**src/rtl/hazard_ctrl_pkg.sv**
```systemverilog
// Shared pipeline-control types: forwarding selects, memory handshake FSM states.
package hazard_ctrl_pkg;

  typedef enum logic [1:0] {
    FWD_RF = 2'b00,
    FWD_W  = 2'b01,
    FWD_M  = 2'b10
  } fwd_sel_t;

  typedef enum logic {
    IDLE = 1'b0,
    WAIT = 1'b1
  } mem_fsm_t;

  localparam int REG_ZERO = 0;

endpackage

```
**src/rtl/hazard_ctrl_if.sv**
```systemverilog
// Data-memory request/ready handshake between the M-stage control and memory.
interface hazard_ctrl_if;
  logic mem_valid;
  logic mem_ready;

  modport master (output mem_valid, input  mem_ready);
  modport slave  (input  mem_valid, output mem_ready);
endinterface

```
**src/rtl/hazard_ctrl_fwd_unit.sv**
```systemverilog
// E-stage operand forwarding select for one source register; M beats W, x0 never forwards.
module fwd_unit
  import hazard_ctrl_pkg::*;
#(
  parameter int REG_AW = 5
) (
  input  logic [REG_AW-1:0] rs_e,
  input  logic [REG_AW-1:0] rd_m,
  input  logic [REG_AW-1:0] rd_w,
  input  logic              reg_write_m,
  input  logic              reg_write_w,
  output fwd_sel_t          sel
);

  localparam logic [REG_AW-1:0] ZERO = REG_AW'(REG_ZERO);

  always_comb begin
    sel = FWD_RF;
    if (reg_write_m && rd_m != ZERO && rd_m == rs_e)
      sel = FWD_M;
    else if (reg_write_w && rd_w != ZERO && rd_w == rs_e)
      sel = FWD_W;
  end

endmodule

```
**src/rtl/hazard_ctrl.sv**
```systemverilog
// 5-stage pipeline hazard unit: stall/flush controls, forwarding selects,
// multi-cycle data-memory handshake FSM and saturating stall counters.
module hazard_ctrl
  import hazard_ctrl_pkg::*;
#(
  parameter int REG_AW = 5,
  parameter int CNT_W  = 32
) (
  input  logic              clk,
  input  logic              reset_n,
  input  logic [REG_AW-1:0] rs1_d,
  input  logic [REG_AW-1:0] rs2_d,
  input  logic [REG_AW-1:0] rs1_e,
  input  logic [REG_AW-1:0] rs2_e,
  input  logic [REG_AW-1:0] rd_e,
  input  logic [REG_AW-1:0] rd_m,
  input  logic [REG_AW-1:0] rd_w,
  input  logic              reg_write_m,
  input  logic              reg_write_w,
  input  logic              load_e,
  input  logic              pc_src_e,
  input  logic              mem_req_m,
  hazard_ctrl_if.master     mem,
  output logic              stall_f,
  output logic              stall_d,
  output logic              stall_e,
  output logic              stall_m,
  output logic              flush_d,
  output logic              flush_e,
  output logic              flush_w,
  output logic [1:0]        fwd_a_e,
  output logic [1:0]        fwd_b_e,
  output logic [CNT_W-1:0]  stall_cnt,
  output logic [CNT_W-1:0]  lu_cnt
);

  localparam int NUM_OPS = 2;
  localparam logic [REG_AW-1:0] ZERO = REG_AW'(REG_ZERO);

  mem_fsm_t                      state_q, state_d;
  logic [CNT_W-1:0]              stall_cnt_q, stall_cnt_d;
  logic [CNT_W-1:0]              lu_cnt_q, lu_cnt_d;
  logic                          lw_stall, mem_stall, mem_valid;
  logic [NUM_OPS-1:0][REG_AW-1:0] rs_e;
  logic [NUM_OPS-1:0][1:0]       fwd_sel;

  assign rs_e = {rs2_e, rs1_e};

  for (genvar i = 0; i < NUM_OPS; i++) begin : g_fwd
    fwd_unit #(.REG_AW(REG_AW)) u_fwd (
      .rs_e        (rs_e[i]),
      .rd_m        (rd_m),
      .rd_w        (rd_w),
      .reg_write_m (reg_write_m),
      .reg_write_w (reg_write_w),
      .sel         (fwd_sel[i])
    );
  end

  assign fwd_a_e = fwd_sel[0];
  assign fwd_b_e = fwd_sel[1];

  // Once issued the request stays up in WAIT; reset abandons it immediately.
  assign mem_valid     = reset_n & ((state_q == WAIT) | mem_req_m);
  assign mem.mem_valid = mem_valid;
  assign mem_stall     = mem_valid & ~mem.mem_ready;

  assign lw_stall = load_e & (rd_e != ZERO) & ((rd_e == rs1_d) | (rd_e == rs2_d));

  assign stall_m = mem_stall;
  assign stall_e = mem_stall;
  assign stall_f = mem_stall | lw_stall;
  assign stall_d = mem_stall | lw_stall;
  assign flush_w = mem_stall;
  // A frozen E holds any branch/load-use; they resolve on the release cycle.
  assign flush_e = (lw_stall | pc_src_e) & ~mem_stall;
  assign flush_d = pc_src_e & ~mem_stall;

  always_comb begin
    state_d = state_q;
    case (state_q)
      IDLE: if (mem_req_m && !mem.mem_ready) state_d = WAIT;
      WAIT: if (mem.mem_ready)               state_d = IDLE;
      default:                               state_d = IDLE;
    endcase
  end

  always_comb begin
    stall_cnt_d = stall_cnt_q;
    lu_cnt_d    = lu_cnt_q;
    if (stall_f && !(&stall_cnt_q))         stall_cnt_d = stall_cnt_q + CNT_W'(1);
    if (lw_stall && !mem_stall && !(&lu_cnt_q)) lu_cnt_d = lu_cnt_q + CNT_W'(1);
  end

  always_ff @(posedge clk or negedge reset_n) begin
    if (!reset_n) begin
      state_q     <= IDLE;
      stall_cnt_q <= '0;
      lu_cnt_q    <= '0;
    end else begin
      state_q     <= state_d;
      stall_cnt_q <= stall_cnt_d;
      lu_cnt_q    <= lu_cnt_d;
    end
  end

  assign stall_cnt = stall_cnt_q;
  assign lu_cnt    = lu_cnt_q;

endmodule

```
**src/flat_wrapper.sv**
```systemverilog
// flat-port wrapper written by rule: the top's interface ports become plain ports
module hazard_ctrl_flat import hazard_ctrl_pkg::*;
#(
  parameter int REG_AW = 5,
  parameter int CNT_W  = 32
)
  (clk, reset_n, rs1_d, rs2_d, rs1_e, rs2_e, rd_e, rd_m, rd_w, reg_write_m, reg_write_w, load_e, pc_src_e, mem_req_m, stall_f, stall_d, stall_e, stall_m, flush_d, flush_e, flush_w, fwd_a_e, fwd_b_e, stall_cnt, lu_cnt, mem_mem_valid, mem_mem_ready);
  hazard_ctrl_if mem_i ();
  input  logic clk;
  input  logic reset_n;
  input  logic [REG_AW-1:0] rs1_d;
  input  logic [REG_AW-1:0] rs2_d;
  input  logic [REG_AW-1:0] rs1_e;
  input  logic [REG_AW-1:0] rs2_e;
  input  logic [REG_AW-1:0] rd_e;
  input  logic [REG_AW-1:0] rd_m;
  input  logic [REG_AW-1:0] rd_w;
  input  logic reg_write_m;
  input  logic reg_write_w;
  input  logic load_e;
  input  logic pc_src_e;
  input  logic mem_req_m;
  output logic stall_f;
  output logic stall_d;
  output logic stall_e;
  output logic stall_m;
  output logic flush_d;
  output logic flush_e;
  output logic flush_w;
  output logic [1:0] fwd_a_e;
  output logic [1:0] fwd_b_e;
  output logic [CNT_W-1:0] stall_cnt;
  output logic [CNT_W-1:0] lu_cnt;
  output wire logic [$bits(mem_i.mem_valid)-1:0] mem_mem_valid;
  input wire logic [$bits(mem_i.mem_ready)-1:0] mem_mem_ready;
  assign mem_mem_valid = mem_i.mem_valid;
  assign mem_i.mem_ready = mem_mem_ready;
  hazard_ctrl #(.REG_AW(REG_AW), .CNT_W(CNT_W)) u_core (.clk(clk), .reset_n(reset_n), .rs1_d(rs1_d), .rs2_d(rs2_d), .rs1_e(rs1_e), .rs2_e(rs2_e), .rd_e(rd_e), .rd_m(rd_m), .rd_w(rd_w), .reg_write_m(reg_write_m), .reg_write_w(reg_write_w), .load_e(load_e), .pc_src_e(pc_src_e), .mem_req_m(mem_req_m), .mem(mem_i), .stall_f(stall_f), .stall_d(stall_d), .stall_e(stall_e), .stall_m(stall_m), .flush_d(flush_d), .flush_e(flush_e), .flush_w(flush_w), .fwd_a_e(fwd_a_e), .fwd_b_e(fwd_b_e), .stall_cnt(stall_cnt), .lu_cnt(lu_cnt));
endmodule
```
**config.mk**
```make
export PLATFORM = sky130hd
export DESIGN_NAME = hazard_ctrl_flat
export DESIGN_NICKNAME = d
export VERILOG_FILES = /design/src/rtl/hazard_ctrl_pkg.sv /design/src/rtl/hazard_ctrl_if.sv /design/src/rtl/hazard_ctrl_fwd_unit.sv /design/src/rtl/hazard_ctrl.sv /design/src/flat_wrapper.sv
export SDC_FILE = /design/constraint.sdc
export NUM_CORES = 1
export LEC_CHECK = 0
export BUFFER_PORTS_ARGS = -buffer_cell sky130_fd_sc_hd__buf_2
export CORE_ASPECT_RATIO = 1.4
export CORE_MARGIN = 5
export CORE_UTILIZATION = 51
export CTS_CLUSTER_DIAMETER = 50
export DETAILED_ROUTE_END_ITERATION = 7
export PLACE_DENSITY = 0.8
export SYNTH_ARGS = -nofsm -noshare
export SYNTH_HDL_FRONTEND = slang
export SYNTH_SLANG_ARGS = --single-unit
```
**constraint.sdc**
```tcl
create_clock -name clk -period 2.65 [get_ports clk]
set_clock_uncertainty 0.2 [all_clocks]
set_input_delay 0.1325 -clock clk [delete_from_list [all_inputs] [get_ports clk]]
set_output_delay 0.1325 -clock clk [all_outputs]
set_load 0.03 [all_outputs]
```
# Word-level counts from Yosys, hierarchy flattened
# Index checks and enable logic that the tools add are counted.
# word_totals
reg_bits	65
in_bits	43
out_inout_bits	76
elab_cells	50
# op_classes
addsub	2
eq_ne	6
n_mux	7
n_bitwise	13
reduce_logical	19
# op_table
operator	n
$add 32x1->32 const B	2
$reduce_and 32->1	2
$eq 5x5->1	6
$reduce_bool 5->1	3
$logic_and 1x1->1	10
$and 1x1->1	6
$logic_not 1->1	4
$mux 1	4
$mux 2	2
$or 1x1->1	4
$not 1->1	3
$pmux 1 s2	1

# Logic depth before layout (Yosys ltp)
# logic_depth
depth_word	6
depth_mapped	9
depth_no_buf	8

# By module
# A second synthesis with hierarchy kept.
# unflattened
hier_cells	369
hier_area_um2	3704.8
# by_module_without_submodules
module	instances	cells_each	area_each_um2	seq_area_each_um2
hazard_ctrl	1	329	3402.0	1626.6
fwd_unit	2	20	151.4	0.0

# Least setup slack after synthesis
# OpenSTA, ideal clock, no wires.
# synth_path
kind	input to output
from	input port rd_m[0]
to	output port fwd_a_e[0]
arrival_ps	2070
t_required_ps	2318
slack_ps	248
stages	4
path_buffers	0
path_cell_list	or4_1 o21ai_0 nor4_1 nor4_1
# synth_via
elab_chain_len	4
word_cells_on_any_way	5
cone_classes	eq/ne: 1; mux: 1; reduce/logical: 3
# synth_rtl
item	line	source
start: declaration	flat_wrapper.sv:16	input logic [REG_AW-1:0] rd_m;
$reduce_bool 5->1	hazard_ctrl_fwd_unit.sv:19	if (reg_write_m && rd_m != ZERO && rd_m == rs_e)
$logic_and 1x1->1	hazard_ctrl_fwd_unit.sv:19	
$logic_and 1x1->1 *	hazard_ctrl_fwd_unit.sv:19	
$mux 2 *	hazard_ctrl_fwd_unit.sv:19	
end: declaration	flat_wrapper.sv:30	output logic [1:0] fwd_a_e;
# Mark *: on every way between the ends. The rest lies on a longest branch, timed or not.

# Final worst setup path
# layout_path
from	register u_core.stall_cnt_q[1] (netlist: u_core.stall_cnt[1])
to	register u_core.stall_cnt_q[22] (netlist: u_core.stall_cnt[22])
# layout_via
elab_chain_len	3
word_cells_on_any_way	4
cone_classes	add/sub: 1; reduce/logical: 3
# layout_rtl
item	line	source
start: declaration	hazard_ctrl.sv:41	logic [CNT_W-1:0] stall_cnt_q, stall_cnt_d;
start signal: assignment	hazard_ctrl.sv:102	stall_cnt_q <= stall_cnt_d;
parallel branches: the longest is 3 deep, another holds $add 32x1->32	-	
# Parallel ways; which one is timed is not known.
# A chain may end at the register's enable or synchronous reset.

==> summary.md <==
| Metric | Value |
|---|---|
| Hold Fails Final Rpt | `0` |
| Post-CTS setup buffer count | `0` |
| Period minus WS final | `between 2 and 2.5 ns` |
| Initial DRC count | `88` |
| Area of the multi-input gates | `1860 um^2` |
| Hold bufs inserted after CTS | `3` |
| Fraction of registers with async set/reset | `1.00` |
| Final Cell Area | `4550 um^2` |
| Tot GR Track Use | `0.200` |
| Crit Path Category | `reg2reg` |
| Required time of the critical path | `about 2.7 ns` |
| Distinct cells, synth | `42` |
| Met2 Track Usage GR | `0.351` |
| Post-synth net total | `380` |
| Num Clock Sinks | `65` |
| H-tree levels | `3` |
| Total power | `2.57 mW` |
| Slowest-stage cell, CP | `dfrtp_1` |
| WHS | `0.292 ns` |
| Setup crit start kind | `flip-flop` |
| Routed vias/inst | `5.23` |
| Synth top area cells | `dfrtp_1 46%, xnor2_1 16%, xor2_1 6.4%` |
| Yosys Warn Count | `0` |
| Post-synth top area share | `0.458` |
| Routability congestion estimate | `0.844` |
| DP Area | `4290 um^2` |
| Cell Pwr Density | `564 nW/um^2` |
| Row Count | `36` |
| Fin crit share | `0.904` |
| Synth Register Bits | `65` |
| Sequential share of the synthesized area | `0.458` |
| CP Max Fanout | `8` |
| Worst r2r path cells | `8` |
| Max-Cap Viols | `0` |
| First-pass GRT wire length | `13,700 um` |
| Reg clk slew, reported paths | `0.08 ns` |
| Die X | `between 80 and 90 um` |
| Commonest non-fill, non-tap cell in the layout | `buf_2` |
| Ant. Diodes | `0` |
| Syn Area/Cell | `approximately 11 um^2` |
| Critical path cell sequence | `ha_1, nand2_1, nor2_2, nand2_1, or3_4, nor3_2, nand3_1, xnor2_1` |
| Syn-to-layout area delta | `28.0%` |
| Most area-hungry cell type in the Yosys netlist | `dfrtp_1` |
| Worst path depth | `8` |
| Global Route met3 Usage | `0.0413` |
| Worst min-delay path class | `reg2reg` |
| IO buf count | `118` |
| Max Clk Rate | `0.418 GHz` |
| Initial antenna violation count | `0` |
| Post-synth EDFFs | `0` |
| Reg-to-Reg End | `u_core.stall_cnt[22]` |
| Grt met1 use | `0.226` |
| Family with the most delay on the worst path | `simple AND/OR/NAND/NOR gates` |
| Crit end category | `flip-flop` |
| WL final | `8240 um` |
| Worst EP arrival | `roughly 2.4 ns` |
| Io pins | `~120` |
| Commonest non-fill, non-tap cells in the layout | `118 x buf_2, 66 x xnor2_1, 65 x dfrtp_1` |
| CP most frequent cell | `nand2_1` |
| Post-Synthesis Cells | `335` |
| Fin. max-slew vios | `0` |
| Least-Margin Pin Slew | `around 0.85 ns` |
| Pre-antenna DRT Iters | `4` |
| Peak VDD IR | `0.000428 V` |
| Largest net degree at the start of global routing | `66` |
| Post-DRT Antenna Nets | `0` |
| Worst Setup EP | `u_core.stall_cnt[22]` |
| Mapped cell area | `approximately 3600 um^2` |
| DP HPWL | `6520 um` |
| Rel. slew slack | `0.430` |
| Setup TNS after final layout | `0 ns` |
| Reg2reg start | `u_core.stall_cnt[1]` |
| Vias in the first global route | `slightly above 3,000` |
| Total die area | `8760 um^2` |
| Fill cells | `roughly 570` |
| Synth Flop Type | `dfrtp_1` |
| Flop2flop setup slack | `approximately 0.25 ns` |
| CTS tree | `built` |
| Root buffer cell | `clkbuf_8` |
| Register area | `between 1500 and 2000 um^2` |
| # resized after CTS | `0` |
| Core box area | `6890 um^2` |
| Nets@finish | `515` |
| Leakage | `2.26 nW` |
| Gr ovfl total | `0` |
| Num CTS Buffers | `9` |
| CTS Buffer Depth | `2` |
| DRC violations left | `0` |
| Share of layout cells above drive strength 1 | `0.343` |
| RSZ-0062 raised after global routing | `false` |
| Outcome | `finished clean` |
| Via count | `2,979` |
| Initial core utilization | `0.516` |
| CP bufs+invs | `0` |
| Setup crit start | `u_core.stall_cnt[1]` |
| Height of the chip | `around 110 um` |
| Final setup violation count | `0` |
| CP max stage delay | `0.43 ns` |
| Routed length per placed instance | `around 14 um` |
| Clk_lat worst skew | `0.34 ns` |
| Grt peak-use layer | `met2` |
[power breakdown]
group | switching, mW | leakage (nW) | internal (mW)
clock | 0.404 | 0.107 | 0.539
combinational | 0.309 | 1.27 | 0.175
sequential | 0.0849 | 0.888 | 1.05
[cells in the mapped netlist (2+ instances only)]
| cell type | n |
|---|---|
| nand4_1 | 15 |
| xnor2_1 | 66 |
| mux2_2 | 2 |
| nand2_1 | 31 |
| and2_1 | 2 |
| buf_4 | 4 |
| or3_1 | 2 |
| buf_2 | 3 |
| and3_1 | 13 |
| or4_1 | 5 |
| and4_1 | 5 |
| ha_1 | 2 |
| xor2_1 | 26 |
| dfrtp_1 | 65 |
| nand3_1 | 34 |
| nor4_1 | 5 |
| nor3_1 | 8 |
| nor2_1 | 15 |
| o21ai_0 | 3 |
| nand3b_1 | 2 |
| inv_1 | 6 |
[state kept, by name (all words and copies together), names as in the netlist]
signal	flops
u_core.lu_cnt	32
u_core.stall_cnt	32
u_core.state_q	1
[layer usage]
layer / up-vias / share of wire
li1: 1433 / -
met1: 1435 / 0.38
met2: 94 / 0.53
met3: 17 / 0.061
met4: 0 / 0.021
met5: - / 0
[logic make-up after synthesis]
kind of cell	Yosys count	synth area share
xor+xnor	92	0.227
fa+ha+maj	2	0.00704
flops	65	0.458
buf+inv	13	0.0190
compound gates	8	0.0257
simple gates	153	0.258
mux	2	0.00634
[stage by stage]
step	setup slack, ns	std cells	util
6_report	0.255	570	0.660
5_1_grt	0.0452	570	0.660
4_1_cts	0.246	570	0.660
3_5_place_dp	0.270	551	0.623
3_3_place_gp	0.325	551	0.623
2_1_floorplan	0.248	335	-
[final cells by class]
cell class | instances | share of cell area
multi-input cells | 257 | 0.409
clock buffers | 9 | 0.0272
inverters | 6 | 0.00495
flip-flops and latches | 65 | 0.358
clock inverters | 7 | 0.0223
repair buffers | 131 | 0.153
well taps | 95 | 0.0261
[how the worst min path moves through the flow]
stage,from,end,depth (start not counted)
detailed placement,mem_mem_ready,u_core.state_q,2
CTS,u_core.stall_cnt[22],u_core.stall_cnt[22],1
floorplan,reset_n,u_core.lu_cnt[0],0
global placement,mem_mem_ready,u_core.state_q,2
finish,u_core.stall_cnt[21],u_core.stall_cnt[21],1
global route,u_core.stall_cnt[21],u_core.stall_cnt[21],1
No activity file was read; power rests on OpenSTA's default activity.
